<file path="config.mk">
export PLATFORM = sky130hd
export DESIGN_NAME = root_5_en_multi_cycle_flat
export DESIGN_NICKNAME = d
export VERILOG_FILES = /design/src/rtl/root5_pkg.sv /design/src/rtl/root_5_en_multi_cycle_if.sv /design/src/rtl/reg_rst_en.sv /design/src/rtl/root_5_en_multi_cycle.sv /design/src/flat_wrapper.sv
export SDC_FILE = /design/constraint.sdc
export NUM_CORES = 1
export LEC_CHECK = 0
export ABC_AREA = 0
export CORE_ASPECT_RATIO = 1.5
export CORE_MARGIN = 4
export CORE_UTILIZATION = 63
export DETAILED_ROUTE_END_ITERATION = 7
export DONT_BUFFER_PORTS = 1
export HOLD_SLACK_MARGIN = 0.05
export PLACE_DENSITY = 0.82
export SLEW_MARGIN = 20
export SYNTH_ARGS = -nofsm -noshare
export SYNTH_HDL_FRONTEND = slang
export SYNTH_SLANG_ARGS = --single-unit
</file>
<file path="constraint.sdc">
create_clock -name clk -period 3.3 [get_ports clk]
set_clock_uncertainty 0.1 [all_clocks]
set_input_delay 0.495 -clock clk [delete_from_list [all_inputs] [get_ports clk]]
set_output_delay 0.495 -clock clk [all_outputs]
set_load 0.1 [all_outputs]
</file>
<file path="src/rtl/root5_pkg.sv">
// root5_pkg
//   Shared definitions for the fifth-root calculator.
//   - FSM state encodings (IDLE must stay all-zero: the state register
//     clears to zero on reset).
//   - Number of multiply cycles per candidate bit.
//   - calcRw(): number of significant result bits for a given argument width.
package root5_pkg;

  typedef logic [1:0] state_t;

  localparam state_t S_IDLE = 2'd0;
  localparam state_t S_LOAD = 2'd1;
  localparam state_t S_MUL  = 2'd2;
  localparam state_t S_CMP  = 2'd3;

  // Four multiplies turn p = cand into p = cand^5.
  localparam int MUL_CYCLES = 4;

  // floor(arg^(1/5)) of a w-bit number fits in ceil(w/5) bits.
  function automatic int calcRw(input int w);
    return (w + 4) / 5;
  endfunction

endpackage

</file>
<file path="src/rtl/root_5_en_multi_cycle_if.sv">
// root_5_en_multi_cycle_if
//   Handshake bundle of the fifth-root calculator.
//   Parameter: w - argument / result width.
//   Signals:
//     clk_en   global enable (everything holds while low)
//     arg_vld  argument strobe
//     arg      unsigned argument, w bits
//     busy     computation in progress
//     res_vld  one-enabled-cycle result strobe
//     res      floor fifth root, w bits (upper bits zero)
//   Modports: master drives requests and observes results, slave is the
//   calculator itself.
interface root_5_en_multi_cycle_if #(
  parameter int w = 8
);

  logic         clk_en;
  logic         arg_vld;
  logic [w-1:0] arg;
  logic         busy;
  logic         res_vld;
  logic [w-1:0] res;

  modport master (
    output clk_en,
    output arg_vld,
    output arg,
    input  busy,
    input  res_vld,
    input  res
  );

  modport slave (
    input  clk_en,
    input  arg_vld,
    input  arg,
    output busy,
    output res_vld,
    output res
  );

endinterface

</file>
<file path="src/rtl/reg_rst_en.sv">
// reg_rst_en
//   Generic register with synchronous active-high reset to zero and a
//   load enable. Reset wins over the enable.
//   Ports:
//     clk   clock
//     rst   synchronous reset, active high
//     en_i  load enable
//     d_i   next value, width bits
//     q_o   registered value, width bits
module reg_rst_en #(
  parameter int width = 1
) (
  input  logic             clk,
  input  logic             rst,
  input  logic             en_i,
  input  logic [width-1:0] d_i,
  output logic [width-1:0] q_o
);

  // Reset first so a reset edge clears the register even while disabled.
  always_ff @(posedge clk) begin
    if (rst) begin
      q_o <= '0;
    end else if (en_i) begin
      q_o <= d_i;
    end
  end

endmodule

</file>
<file path="src/rtl/root_5_en_multi_cycle.sv">
// root_5_en_multi_cycle
//   Multi-cycle floor fifth root. The root is searched MSB first: for each
//   bit the candidate root|bit is raised to the fifth power with four
//   sequential multiplies and kept if the power does not exceed the
//   argument. Each bit takes LOAD + 4*MUL + CMP = 6 enabled cycles.
//   Ports:
//     clk  clock, rising edge
//     rst  synchronous reset, active high, has priority over clk_en
//     bus  root_5_en_multi_cycle_if.slave (clk_en, arg_vld, arg, busy,
//          res_vld, res)
//   Parameter: w - argument width (default 8).
//   Build option: define ROOT5_ARG_REG_EN to register arg_vld/arg before
//   the acceptance logic; this adds one cycle of latency and busy rises
//   one cycle after the input edge.
module root_5_en_multi_cycle
  import root5_pkg::*;
#(
  parameter int w = 8
) (
  input logic                    clk,
  input logic                    rst,
  root_5_en_multi_cycle_if.slave bus
);

  localparam int rw = calcRw(w);
  localparam int pw = 5 * rw;
  localparam int iw = $clog2(rw + 1);
  localparam int cw = $clog2(MUL_CYCLES + 1);

  logic          acceptVld;
  logic [w-1:0]  acceptArg;
  logic          accept;

  state_t        stateQ, stateD;
  logic [rw-1:0] rootQ, rootD;
  logic [w-1:0]  resQ, resD;
  logic          resVldQ, resVldD;

  logic [rw-1:0] candQ;
  logic [rw-1:0] candLoad;
  logic [rw-1:0] rootCmp;
  logic [pw-1:0] prodQ;
  logic [pw-1:0] argExt;
  logic [w-1:0]  argQ;
  logic [iw-1:0] bitIdxQ;
  logic [cw-1:0] mulCntQ;

`ifdef ROOT5_ARG_REG_EN
  logic          argVldRegQ;
  logic [w-1:0]  argRegQ;

  // Input stage: the strobe is reset so a stale request cannot survive a
  // reset; the data needs no reset. Anything captured here while busy is
  // simply overwritten next cycle, which drops it.
  always_ff @(posedge clk) begin
    if (rst) begin
      argVldRegQ <= 1'b0;
    end else if (bus.clk_en) begin
      argVldRegQ <= bus.arg_vld;
    end
  end

  always_ff @(posedge clk) begin
    if (bus.clk_en) begin
      argRegQ <= bus.arg;
    end
  end

  assign acceptVld = argVldRegQ;
  assign acceptArg = argRegQ;
`else
  assign acceptVld = bus.arg_vld;
  assign acceptArg = bus.arg;
`endif

  // Requests are only taken while idle; a strobe during a computation
  // touches nothing.
  assign accept   = (stateQ == S_IDLE) && acceptVld;

  // Candidate for the bit under test, and the root after comparing its
  // fifth power against the (zero-extended) argument.
  assign candLoad = rootQ | (rw'(1) << bitIdxQ);
  assign argExt   = pw'(argQ);
  assign rootCmp  = (prodQ <= argExt) ? candQ : rootQ;

  // Control: next state, partial root and result registers.
  always_comb begin
    stateD  = stateQ;
    rootD   = rootQ;
    resD    = resQ;
    resVldD = 1'b0;
    case (stateQ)
      S_IDLE: begin
        if (accept) begin
          stateD = S_LOAD;
          rootD  = '0;
        end
      end
      S_LOAD: begin
        stateD = S_MUL;
      end
      S_MUL: begin
        if (mulCntQ == cw'(MUL_CYCLES - 1)) begin
          stateD = S_CMP;
        end
      end
      S_CMP: begin
        rootD = rootCmp;
        if (bitIdxQ == '0) begin
          stateD  = S_IDLE;
          resD    = w'(rootCmp);
          resVldD = 1'b1;
        end else begin
          stateD = S_LOAD;
        end
      end
      default: begin
        stateD = S_IDLE;
      end
    endcase
  end

  // Datapath working registers. They are initialised on accept/LOAD before
  // being read, so they carry no reset.
  always_ff @(posedge clk) begin
    if (bus.clk_en) begin
      case (stateQ)
        S_IDLE: begin
          if (accept) begin
            argQ    <= acceptArg;
            bitIdxQ <= iw'(rw - 1);
          end
        end
        S_LOAD: begin
          candQ   <= candLoad;
          prodQ   <= pw'(candLoad);
          mulCntQ <= '0;
        end
        S_MUL: begin
          prodQ   <= prodQ * pw'(candQ);
          mulCntQ <= mulCntQ + cw'(1);
        end
        S_CMP: begin
          bitIdxQ <= bitIdxQ - iw'(1);
        end
        default: begin
        end
      endcase
    end
  end

  reg_rst_en #(.width($bits(state_t))) stateReg (
    .clk (clk),
    .rst (rst),
    .en_i(bus.clk_en),
    .d_i (stateD),
    .q_o (stateQ)
  );

  reg_rst_en #(.width(rw)) rootReg (
    .clk (clk),
    .rst (rst),
    .en_i(bus.clk_en),
    .d_i (rootD),
    .q_o (rootQ)
  );

  reg_rst_en #(.width(w)) resReg (
    .clk (clk),
    .rst (rst),
    .en_i(bus.clk_en),
    .d_i (resD),
    .q_o (resQ)
  );

  // The strobe register is enabled like the rest, so a pulse stretches
  // across disabled cycles and drops at the next enabled edge.
  reg_rst_en #(.width(1)) resVldReg (
    .clk (clk),
    .rst (rst),
    .en_i(bus.clk_en),
    .d_i (resVldD),
    .q_o (resVldQ)
  );

  assign bus.busy    = (stateQ != S_IDLE);
  assign bus.res_vld = resVldQ;
  assign bus.res     = resQ;

endmodule

</file>
<file path="src/flat_wrapper.sv">
// flat-port wrapper written by rule: the top's interface ports become plain ports
module root_5_en_multi_cycle_flat import root5_pkg::*;
#(
  parameter int w = 8
)
  (clk, rst, bus_clk_en, bus_arg_vld, bus_arg, bus_busy, bus_res_vld, bus_res);
  root_5_en_multi_cycle_if #(.w(w)) bus_i ();
  input logic clk;
  input logic rst;
  input wire logic [$bits(bus_i.clk_en)-1:0] bus_clk_en;
  input wire logic [$bits(bus_i.arg_vld)-1:0] bus_arg_vld;
  input wire logic [$bits(bus_i.arg)-1:0] bus_arg;
  output wire logic [$bits(bus_i.busy)-1:0] bus_busy;
  output wire logic [$bits(bus_i.res_vld)-1:0] bus_res_vld;
  output wire logic [$bits(bus_i.res)-1:0] bus_res;
  assign bus_i.clk_en = bus_clk_en;
  assign bus_i.arg_vld = bus_arg_vld;
  assign bus_i.arg = bus_arg;
  assign bus_busy = bus_i.busy;
  assign bus_res_vld = bus_i.res_vld;
  assign bus_res = bus_i.res;
  root_5_en_multi_cycle #(.w(w)) u_core (.clk(clk), .rst(rst), .bus(bus_i));
endmodule
</file>
Word-level counts from Yosys, hierarchy flattened

Cells that the tools add are included.

Reductions and logical operators: 12
Multiplexer cells: 12
Eq/ne operators: 6
Order comparisons: 1
Multipliers: 1
Add/subtract/negate cells: 2
Bitwise logic cells: 1
Shift-type cells: 1

Operators by type and width:

| operator                                                              | number |
|---|---|
| 10-bit case mux with 2 select lines                                   | 1 |
| 3-bit AND reduction                                                   | 4 |
| 10-bit by 8-bit <= comparator with 1-bit output                       | 1 |
| 10-bit by 2-bit multiplier with 10-bit output                         | 1 |
| 2-bit two-way mux                                                     | 4 |
| 2-bit case mux with 2 select lines                                    | 2 |
| 2-bit case mux with 4 select lines                                    | 1 |
| 3-bit case mux with 2 select lines                                    | 1 |
| 2-bit nonzero test                                                    | 3 |
| 2-bit equality test, second input constant                            | 2 |
| 2-bit logical NOT                                                     | 2 |
| 2-bit by 1-bit != test with 1-bit output, second input constant       | 2 |
| 2-bit AND reduction                                                   | 2 |
| 3-bit by 1-bit adder with 3-bit output, second input constant         | 1 |
| 3-bit by 2-bit equality test with 1-bit output, second input constant | 1 |
| 1-bit two-way mux                                                     | 3 |
| 2-bit by 1-bit equality test with 1-bit output, second input constant | 1 |
| 2-bit OR                                                              | 1 |
| 1-bit by 2-bit left shift with 2-bit output, first input constant     | 1 |
| 2-bit by 1-bit subtractor with 2-bit output, second input constant    | 1 |
| 1-bit logical AND                                                     | 1 |

Output and inout port bits: 10
Logic and storage cells: 45
Register bits after elaboration: 32

Depth between registers and ports, before layout

Gate-level depths: netlist of the first run.

Word-level depth: 4
Gate-level depth with buffers: 10

Hierarchy

From an unflattened synthesis of the first run, not the netlist that was laid out.

Cell total of the unflattened synthesis: 222
Area total of the unflattened synthesis: 2,278.4 um2

By module, submodules not included:

| module                           | cells an instance | instances | seq. area each (um2) | area an instance (um2) |
|---|---|---|---|---|
| root_5_en_multi_cycle            | 181               | 1         | 750.7                | 1,824.2 |
| reg_rst_en at u_core.resReg      | 26                | 1         | 160.2                | 285.3 |
| reg_rst_en at u_core.rootReg ... | 6                 | 2         | 40.0                 | 67.6 |
| reg_rst_en at u_core.resVldReg   | 3                 | 1         | 20.0                 | 33.8 |

Worst setup path before layout of the first run

No wires, ideal clock.

Path type: register to register
Start point: register u_core.candQ[0]
End point: register u_core.prodQ[9], data pin
Path slack: 1,045 ps
Library setup time: 260 ps
Required time: 2,940 ps
Cell stages (with the launch flop): 11
Data arrival time: 1,894 ps
Cells stage by stage: edfxtp_1 clkbuf_1 and2_1 ha_1 inv_1 fa_1 nor2b_1 o21ai_0 a21o_1 a21oi_1 mux2i_1

Longest elaborated chain between the ends: 2

Ends and longest elaborated chain:

| what                                          | line                         | text |
|---|---|---|
| start: declaration                            | root_5_en_multi_cycle.sv:39  | `logic [rw-1:0] candQ;` |
| start signal: assignment                      | root_5_en_multi_cycle.sv:135 | `candQ <= candLoad;` |
| 10-bit by 2-bit multiplier with 10-bit output | root_5_en_multi_cycle.sv:140 | `prodQ <= prodQ * pw'(candQ);` |
| 10-bit case mux with 2 select lines           | root_5_en_multi_cycle.sv:127 | `case (stateQ)` |
| end signal: assignment                        | root_5_en_multi_cycle.sv:136 | `prodQ <= pw'(candLoad);` |
| end signal: assignment                        | root_5_en_multi_cycle.sv:140 |  |
| end: declaration                              | root_5_en_multi_cycle.sv:42  | `logic [pw-1:0] prodQ;` |

No other way between the ends.
A chain may end at the register's enable or synchronous reset.

Worst setup path after layout of the first run

Start point: register u_core.candQ[1]
End point: register u_core.prodQ[8], data pin

Same word-level chain as after synthesis.

==> results of run 1 <==
==> cells by family (layout without fill, tap and decap cells) <==
family / Yosys count / after routing
and+or+nand+nor: 70 / 70
adders and majority gates: 25 / 25
xor gates and xnor gates: 4 / 4
muxes: 4 / 4
AOI/OAI and AO/OA: 32 / 32
buffers and inverters: 33 / 33
other: 1 / 6
DFF: 32 / 32
==> cell type report <==
class / count / area (um^2)
Clock buffer: 6 / 72.6
Clock inverter: 2 / 11.3
Fill cell: 261 / 993
Inverter: 24 / 90.1
Multi-Input combinational cell: 141 / 1070
Sequential cell: 32 / 891
Tap cell: 40 / 50.0
Timing Repair Buffer: 1 / 7.51
==> sequential cells by signal, indices dropped and copies added (netlist names) <==
name / count
u_core.rootReg.q_o: 2
u_core.bitIdxQ: 2
u_core.resVldReg.q_o: 1
u_core.candQ: 2
u_core.argQ: 8
u_core.stateReg.q_o: 2
u_core.resReg.q_o: 2
u_core.prodQ: 10
u_core.mulCntQ: 3
==> worst min-delay path by stage <==
stage                                                   from                                 end  slack, ns  cells after the start
final                                                    rst   u_core.resVldReg.q_o$_SDFFE_PP0P_       0.17                      1
after global routing                                     rst   u_core.resVldReg.q_o$_SDFFE_PP0P_       0.16                      1
after CTS                                                rst   u_core.resVldReg.q_o$_SDFFE_PP0P_       0.16                      1
after detailed placement  u_core.rootReg.q_o[1]$_SDFFE_PP0P_  u_core.rootReg.q_o[1]$_SDFFE_PP0P_       0.41                      1
after global placement    u_core.rootReg.q_o[1]$_SDFFE_PP0P_  u_core.rootReg.q_o[1]$_SDFFE_PP0P_       0.39                      1
after floorplan           u_core.rootReg.q_o[1]$_SDFFE_PP0P_  u_core.rootReg.q_o[1]$_SDFFE_PP0P_       0.36                      1
==> report_power, final <==
part	total, mW	switching (mW)	internal (mW)	leakage, nW
combinational	0.190	0.129	0.0617	0.567
sequential	0.478	0.0170	0.461	0.288
clock	0.287	0.141	0.146	0.0388
total	0.955	0.286	0.669	0.893
==> cells in the mapped netlist (2+ instances only) <==
library cell  instances  area [um^2]
a21oi_1               6         30.0
xor2_1                2         17.5
inv_1                24         90.1
a32o_1                2         20.0
nor4_1                2         12.5
xnor2_1               2         17.5
nand2_1              10         37.5
buf_4                 6         45.0
mux2i_1               3         30.0
ha_1                 24          300
or2_2                 3         18.8
o21a_1                3         22.5
nor2_1               15         56.3
a2111oi_4             2         55.1
and2_1               17          106
clkbuf_1              3         11.3
o21bai_1              3         22.5
o21ai_0               5         25.0
nand2b_1              3         18.8
nand3_1               2         10.0
nor3_1                7         35.0
edfxtp_1             25          751
nor2b_1               6         37.5
dfxtp_1               7          140
==> through the flow <==
step,std cells,hold slack [ns]
detailed placement,238,0.413
floorplan,206,0.357
finish,246,0.168
global route,246,0.156
CTS,246,0.160
global placement,238,0.386
==> routing by layer <==
layer	part of all wire [%]	wire, um
met1	39	1450
met2	57	2130
met5	0	0
met3	2.5	94
met4	2.2	81
==> metrics.csv, run 1 <==
metric,value,unit
largest family of logic cells by synthesized area,simple AND/OR/NAND/NOR gates,
Post-Layout Inst Area,2200,um^2
mean post-synth cell area,10.4,um^2
vias in the first global route,1397,
TNS Setup,0,ns
Final Util,68.9,%
die width,55.1,um
P per Cell Area,435,nW/um^2
"Clk pin slew, worst setup/hold paths",0.07,ns
Root Driver,clkbuf_8,
CP cell instances,nand2_1 > inv_1 > ha_1 > a21oi_1 > o21ai_0 > a2111oi_0 > o311ai_0 > o41ai_1,
"most common cell after layout, fill and taps aside",edfxtp_1,
number of synthesized flops with an enable pin,25,
Vias,1393,
Critical Path Start,u_core.candQ[1]$_DFFE_PP_,
multiplexer share of the synthesized area,1.97,%
relative slew slack,34.5,%
post-synthesis compound-gate area fraction,13.5,%
die area,4330,um^2
Final setup viols,0,
io pins,22,
Hold Crit Class,in2reg,
internal reg-to-reg setup slack,0.61,ns
Layout Nets,242,
global route hottest layer,met2,
actual slew at the worst max-slew pin,0.981,ns
hpwl dp,2.99,mm
register bit total from synthesis,32,
Clock Tree Buf Depth,2,
"commonest cells after routing, fill and taps aside","edfxtp_1, inv_1, ha_1, and2_1, nor2_1",
Final Hold Vio Count,0,
Inserted Diodes,0,
Num CTS Buffers,5,
Place WS,0.692,ns
PostCTS Resize Cnt,0,
H-Tree Depth,2,
maximum vdd ir drop,0.295,mV
worst flop-to-flop path startpoint,u_core.candQ[1]$_DFFE_PP_,
routed len/inst,15.3,um
Post-CTS Setup Repair Bufs,0,
Post-synth ARST share,0,%
antenna violations before repair,0,
Synth Instances,201,
Worst EP required,3.29,ns
cell leakage power,0.893,nW
Max Cap Viol,0,
Reg2Reg Depth,8,
Adder-Cell Fraction of Synth Area,15.3,%
first-pass GRT wire length,6.35,mm
crit-path leading delay family,compound AO/OA/AOI/OAI gates,
fin crit share,81.7,%
xor and xnor area share after synthesis,1.67,%
Placer Congestion,0.824,
Yosys Warn Count,0,
critical path launch point type,flop,
outcome,"finished, final reports clean",
Post-Synth Simple-Gate Area,17.8,%
Overall Power,0.955,mW
met1 usage,22.4,%
minimum clock period,2.69,ns
final critical-path setup slack,0.605,ns
critical path capture point,u_core.prodQ[8]$_SDFFCE_PP0P_,
pin count of the biggest net entering global routing,14,
Residual DRC,0,
crit-path max FO,11,
worst path bufs/invs,1,
share of cells above drive strength 1,8.25,%
"Slew Viols, Final",0,
register area share after synthesis,42.6,%
Synth cell types,43,
row cnt,25,
critical path's largest stage delay,0.67,ns
maximum clock rate,371,MHz
CTS Sinks,32,
CP endpoint kind,flop,
final WL,3.76,mm
Synth Cell Area,2090,um^2
Layout area overhead,4.96,%
DR iter-0 viols,22,
starting density of the core,65.6,%
GR Util All Layers,20.7,%
Vias/cell,5.66,
Placed Area,2110,um^2
"slowest stage cell, crit path",a2111oi_0,
unrepaired setup endpoints after global routing,no,
CP Class,reg2reg,
Core ar.,3190,um^2
CTS Hold Bufs,0,
CTS tree,done,
ANT nets after route,0,
Die Y-Extent,78.6,um
ys flop type,edfxtp_1,
met3 Resource Use GR,4.93,%
total grt overflow,0,
grt met2 use,35.9,%
Worst-Skew Late Latency,0.28,ns
Reg2Reg Capture Point,u_core.prodQ[8]$_SDFFCE_PP0P_,
Worst path depth,8,
worst path arrival time,2.69,ns
# port buffers,0,
1st-pass router iterations,4,
Power figures use the tool's default switching activity.
==> run 2: changes to the inputs <==
--- a/config.mk
+++ b/config.mk
@@ -8,11 +8,11 @@
 export ABC_AREA = 0
 export CORE_ASPECT_RATIO = 1.5
 export CORE_MARGIN = 4
-export CORE_UTILIZATION = 63
+export CORE_UTILIZATION = 57
 export DETAILED_ROUTE_END_ITERATION = 7
 export DONT_BUFFER_PORTS = 1
 export HOLD_SLACK_MARGIN = 0.05
-export PLACE_DENSITY = 0.82
+export PLACE_DENSITY = 0.78
 export SLEW_MARGIN = 20
 export SYNTH_ARGS = -nofsm -noshare
 export SYNTH_HDL_FRONTEND = slang
==> constraint.sdc (replaced) <==
create_clock -name clk -period 2.3 [get_ports clk]
set_clock_uncertainty 0.1 [all_clocks]
set_input_delay 0.345 -clock clk [delete_from_list [all_inputs] [get_ports clk]]
set_output_delay 0.345 -clock clk [all_outputs]
set_load 0.1 [all_outputs]
==> run 2 against run 1 <==
Core utilization increased by 3.7 points. Hold slack got worse by 0.038 ns. Routed wire length is 27% higher. Clock power increased by 48%. Flip-flop and latch count unchanged. Largest cell class unchanged.
==> metrics.csv, run 2 (same netlist as run 1, synthesis figures left out) <==
metric,value,unit,change
H-Tree Depth,2,,unchanged
maximum vdd ir drop,0.481,mV,+63%
Placer Congestion,0.842,,+2.2%
die width,57.5,um,+4.4%
die area,4730,um^2,+9.2%
CTS Sinks,32,,unchanged
unrepaired setup endpoints after global routing,yes,,
Reg2Reg Depth,9,,+1
met2 WL,2.78,mm,+31%
max FFs per register,10,,unchanged
worst flop-to-flop path startpoint,u_core.candQ[1]$_DFFE_PP_,,
met3 WL,150,um,+60%
cell leakage power,1.05,nW,+18%
Residual DRC,0,,unchanged
starting density of the core,60.1,%,-5.5 points
ANT nets after route,0,,unchanged
Layout Nets,272,,+12%
critical path's largest stage delay,0.43,ns,-0.24 ns
final WL,4.77,mm,+27%
critical path capture point,u_core.prodQ[9]$_SDFFCE_PP0P_,,
P per Cell Area,575,nW/um^2,+32%
hpwl dp,3.16,mm,+5.8%
total grt overflow,0,,unchanged
Die Y-Extent,82.2,um,+4.6%
TNS Setup,0,ns,unchanged
Num CTS Buffers,5,,unchanged
"most common cell after layout, fill and taps aside",edfxtp_1,,
CP endpoint kind,flop,,
GR Util All Layers,22.3,%,+1.6 points
Root Driver,clkbuf_8,,
share of cells above drive strength 1,22.1,%,+14 points
1st-pass router iterations,4,,unchanged
row cnt,26,,+4.0%
Core ar.,3480,um^2,+9.1%
# placed instances,255,,+7.1%
"Slew Viols, Final",0,,unchanged
pin count of the biggest net entering global routing,14,,unchanged
maximum clock rate,440,MHz,+19%
Max Cap Viol,0,,unchanged
io pins,22,,unchanged
biggest regs,"u_core.prodQ x10, u_core.argQ x8, u_core.mulCntQ x3",,
Finished Layout Cells,277,,+13%
Hold Crit Class,in2reg,,
Vias/cell,5.73,,+1.2%
outcome,"finished, final reports clean",,
Final setup viols,0,,unchanged
Final Hold Vio Count,0,,unchanged
"Clk pin slew, worst setup/hold paths",0.07,ns,about the same
Place WS,-0.127,ns,-0.819 ns
CP Class,reg2reg,,
Worst EP required,2.33,ns,-0.96 ns
Inserted Diodes,0,,unchanged
fin crit share,98.8,%,+17 points
WL met1,1.74,mm,+20%
crit-path max FO,5,,-6
antenna violations before repair,0,,unchanged
DR iter-0 viols,35,,+59%
critical path launch point type,flop,,
"Most flops, register",u_core.prodQ,,
CTS tree,done,,
Layout area overhead,20.7,%,
"commonest cells after routing, fill and taps aside","edfxtp_1, inv_1, ha_1, buf_4, and2_1",,
worst path arrival time,2.31,ns,-0.38 ns
Vias,1587,,+14%
Worst-Skew Late Latency,0.29,ns,about the same
CP cell instances,and2_1 > ha_4 > inv_2 > fa_2 > nor2b_4 > o21ai_2 > a21o_1 > a21oi_2 > mux2i_1,,
minimum clock period,2.27,ns,-0.422 ns
"slowest stage cell, crit path",edfxtp_1,,
vias in the first global route,1733,,+24%
actual slew at the worst max-slew pin,0.624,ns,-0.357 ns
Critical Path Start,u_core.candQ[1]$_DFFE_PP_,,
first-pass GRT wire length,7.84,mm,+23%
top routing layer in use,met4,,
Clock Tree Buf Depth,2,,unchanged
internal reg-to-reg setup slack,0.03,ns,-0.58 ns
# port buffers,0,,unchanged
Reg2Reg Capture Point,u_core.prodQ[9]$_SDFFCE_PP0P_,,
routed len/inst,17.2,um,+13%
relative slew slack,58.4,%,+24 points
final critical-path setup slack,0.0269,ns,-0.578 ns
run 2: worst min path at each step:
stage	startpoint	end	slack, ns	depth (start not counted)
after floorplan	rst	u_core.resVldReg.q_o$_SDFFE_PP0P_	0.31	1
after global placement	rst	u_core.resVldReg.q_o$_SDFFE_PP0P_	0.32	1
after detailed placement	rst	u_core.resVldReg.q_o$_SDFFE_PP0P_	0.32	1
after CTS	rst	u_core.resReg.q_o[0]$_SDFFE_PP0P_	0.11	2
after global routing	rst	u_core.resReg.q_o[0]$_SDFFE_PP0P_	0.12	2
final	rst	u_core.resReg.q_o[0]$_SDFFE_PP0P_	0.13	2
run 2: critical path, delay by kind of cell (launching register included):
kind | cells | cell delay, ns
AO/OA/AOI/OAI | 3 | 0.45
adder cells (fa/ha/maj) | 2 | 0.53
buffers and inverters | 1 | 0.04
flip-flops | 1 | 0.43
multiplexers | 1 | 0.20
AND/OR/NAND/NOR | 2 | 0.35
run 2: cell type report:
cell class                      instances  area [um^2]
Tap cell                               42         52.6
Inverter                               24         90.1
Multi-Input combinational cell        141         1150
Clock inverter                          2         12.5
Fill cell                             235          953
Clock buffer                            5         68.8
Sequential cell                        32          891
Timing Repair Buffer                   31          259
run 2: routing by layer:
metal	track usage (%)	vias to the layer above
li1	-	758
met1	21.2	787
met2	45.2	32
met3	3.73	10
met4	9.74	0
met5	0	-
run 2: timing repair:
action,4_1_cts,5_1_grt
hold endpoints to repair,11,0
setup endpoints to repair,3,7
pin swaps,1,8
resized for setup,7,14
hold buffers,9,0
setup buffers,3,3
run 2: report_power, final:
group	total (mW)	leakage (nW)	switching, mW	internal (mW)
combinational	0.345	0.726	0.215	0.130
sequential	0.684	0.288	0.0229	0.661
clock	0.424	0.0400	0.219	0.205
total	1.45	1.05	0.457	0.996
run 2: metrics by stage:
step | power (mW) | utilization (%) | hold WS, ns | area, um^2
floorplan | 0.928 | - | 0.314 | 2110
global placement | 0.978 | 64.0 | 0.318 | 2230
detailed placement | 0.993 | 64.0 | 0.321 | 2230
CTS | 1.43 | 70.1 | 0.115 | 2440
global route | 1.52 | 72.6 | 0.123 | 2530
finish | 1.45 | 72.6 | 0.130 | 2530
==> run 3: changes to the inputs <==
--- a/config.mk
+++ b/config.mk
@@ -13,6 +13,7 @@
 export DONT_BUFFER_PORTS = 1
 export HOLD_SLACK_MARGIN = 0.05
 export PLACE_DENSITY = 0.78
+export SETUP_SLACK_MARGIN = 0.4
 export SLEW_MARGIN = 20
 export SYNTH_ARGS = -nofsm -noshare
 export SYNTH_HDL_FRONTEND = slang
==> run 3 against run 2 <==
Sequential power about the same. Power increased by 6.0%. Setup slack better by 0.085 ns. Combinational power up 17%. Clock power is 6.8% higher. Hold slack better by 0.0012 ns. Count of clock-buffer cells in the layout up 1. Critical path depth fell by 2. Flip-flop and latch count is the same. Routed wire length is 3.6% higher. Critical path type unchanged. Die area unchanged. Global-route usage is 0.15 points lower.
==> metrics.csv, run 3 (same netlist as run 1, synthesis figures left out) <==
metric,value,unit,change
biggest regs,"u_core.prodQ x10, u_core.argQ x8, u_core.mulCntQ x3",,
pin count of the biggest net entering global routing,14,,unchanged
Num CTS Buffers,5,,unchanged
maximum clock rate,457,MHz,+3.9%
"Clk pin slew, worst setup/hold paths",0.07,ns,about the same
"commonest cells after routing, fill and taps aside","edfxtp_1, inv_1, buf_4, ha_1, nor2_1",,
DR iter-0 viols,45,,+29%
CTS tree,done,,
die width,57.5,um,unchanged
ANT nets after route,0,,unchanged
TNS Setup,0,ns,unchanged
worst path arrival time,2.12,ns,-0.19 ns
hpwl dp,3.32,mm,+5.0%
# port buffers,0,,unchanged
Vias,1566,,-1.3%
CP endpoint kind,flop,,
Core ar.,3480,um^2,unchanged
GR Util All Layers,22.1,%,-0.15 points
CTS Sinks,32,,unchanged
Root Driver,clkbuf_8,,
maximum vdd ir drop,0.640,mV,+33%
critical path's largest stage delay,0.45,ns,+0.02 ns
Hold Crit Class,in2reg,,
row cnt,26,,unchanged
minimum clock period,2.19,ns,-0.0846 ns
CP cell instances,and2_1 > ha_1 > inv_2 > o21ai_4 > a2111oi_4 > o311ai_2 > o41ai_2,,
crit-path max FO,4,,-1
CP Class,reg2reg,,
vias in the first global route,1639,,-5.4%
antenna violations before repair,0,,unchanged
relative slew slack,56.5,%,-1.9 points
Die Y-Extent,82.2,um,unchanged
actual slew at the worst max-slew pin,0.653,ns,+0.0291 ns
share of cells above drive strength 1,34.6,%,+12 points
Layout area overhead,31.0,%,
Max Cap Viol,0,,unchanged
Final setup viols,0,,unchanged
unrepaired setup endpoints after global routing,yes,,
Placer Congestion,0.782,,-7.1%
Residual DRC,0,,unchanged
Inserted Diodes,0,,unchanged
"slowest stage cell, crit path",edfxtp_1,,
final WL,4.94,mm,+3.6%
first-pass GRT wire length,7.71,mm,-1.6%
Final Hold Vio Count,0,,unchanged
outcome,"finished, final reports clean",,
Layout Nets,270,,-0.74%
routed len/inst,17.9,um,+4.0%
FILL cells,218,,-7.2%
starting density of the core,60.1,%,unchanged
"Slew Viols, Final",0,,unchanged
Overall Power,1.54,mW,+6.0%
Worst-Skew Late Latency,0.28,ns,about the same
fin crit share,95.2,%,-3.7 points
total grt overflow,0,,unchanged
die area,4730,um^2,unchanged
critical path launch point type,flop,,
Worst EP required,2.23,ns,-0.10 ns
1st-pass router iterations,4,,unchanged
P per Cell Area,562,nW/um^2,-2.3%
cell leakage power,1.08,nW,+2.6%
io pins,22,,unchanged
H-Tree Depth,2,,unchanged
"Most flops, register",u_core.prodQ,,
max FFs per register,10,,unchanged
Vias/cell,5.67,,-0.97%
Clock Tree Buf Depth,2,,unchanged
"most common cell after layout, fill and taps aside",edfxtp_1,,
==> run 3: cell count changes in the layout (fill, tap and decap cells not counted), moves of 3 or more <==
| cell | before | now |
|---|---|---|
| ha_1 | 23 | 15 |
| and2_1 | 16 | 12 |
| and2_4 | 1 | 5 |
| ha_4 | 1 | 8 |
| inv_1 | 23 | 18 |
| buf_4 | 21 | 18 |
| inv_2 | 1 | 4 |
==> run 3: worst max-delay path, delay by kind of cell (launching register included) <==
family	cells	cell delay (ns)
flip-flops	1	0.45
AO/OA/AOI/OAI	4	0.76
AND/OR/NAND/NOR	1	0.18
adder cells (fa/ha/maj)	1	0.37
buffers and inverters	1	0.07
==> run 3: metrics by stage <==
step	setup slack [ns]	hold WS, ns	area [um^2]	instances	util (%)
2_1_floorplan	0.207	0.314	2310	206	-
3_3_place_gp	0.146	0.318	2340	247	67.4
3_5_place_dp	0.173	0.318	2340	247	67.4
4_1_cts	0.165	0.0519	2630	271	75.5
5_1_grt	0.0476	0.131	2740	276	78.8
6_report	0.111	0.131	2740	276	78.8
==> run 3: worst paths after layout <==
check	from	to	slack, ns	cells after the start
max	u_core.candQ[1]$_DFFE_PP_	u_core.prodQ[8]$_SDFFCE_PP0P_	0.11	7
min	rst	u_core.resReg.q_o[1]$_SDFFE_PP0P_	0.13	2
max reg2reg	u_core.candQ[1]$_DFFE_PP_	u_core.prodQ[8]$_SDFFCE_PP0P_	0.11	7
min reg2reg	u_core.rootReg.q_o[1]$_SDFFE_PP0P_	u_core.rootReg.q_o[1]$_SDFFE_PP0P_	0.44	1
==> run 3: area by class of cell <==
class / count / area [um^2] / area share, %
repair buffers: 29 / 248 / 9.03
flip-flops and latches: 32 / 891 / 32.5
clock buffers: 6 / 82.6 / 3.01
clock inverters: 2 / 10.0 / 0.365
multi-input cells: 141 / 1360 / 49.6
well taps: 42 / 52.6 / 1.92
inverters: 24 / 97.6 / 3.56
==> run 3: per-layer routing <==
metal	GRT usage, %	wire, um
met1	21.3	1810
met2	43.9	2850
met3	4.51	133
met4	10.2	149
met5	0	0
==> run 3: power breakdown <==
part | leakage (nW) | internal, mW | switching [mW]
Sequential | 0.288 | 0.661 | 0.0229
Combinational | 0.742 | 0.163 | 0.240
Clock | 0.0510 | 0.239 | 0.215
==> run 3: timing repair <==
action	CTS	global route
resized for setup	10	15
setup buffers	8	4
hold endpoints to repair	10	1
endpoints found under the setup margin	11	12
hold buffers	8	1
pin swaps	11	16
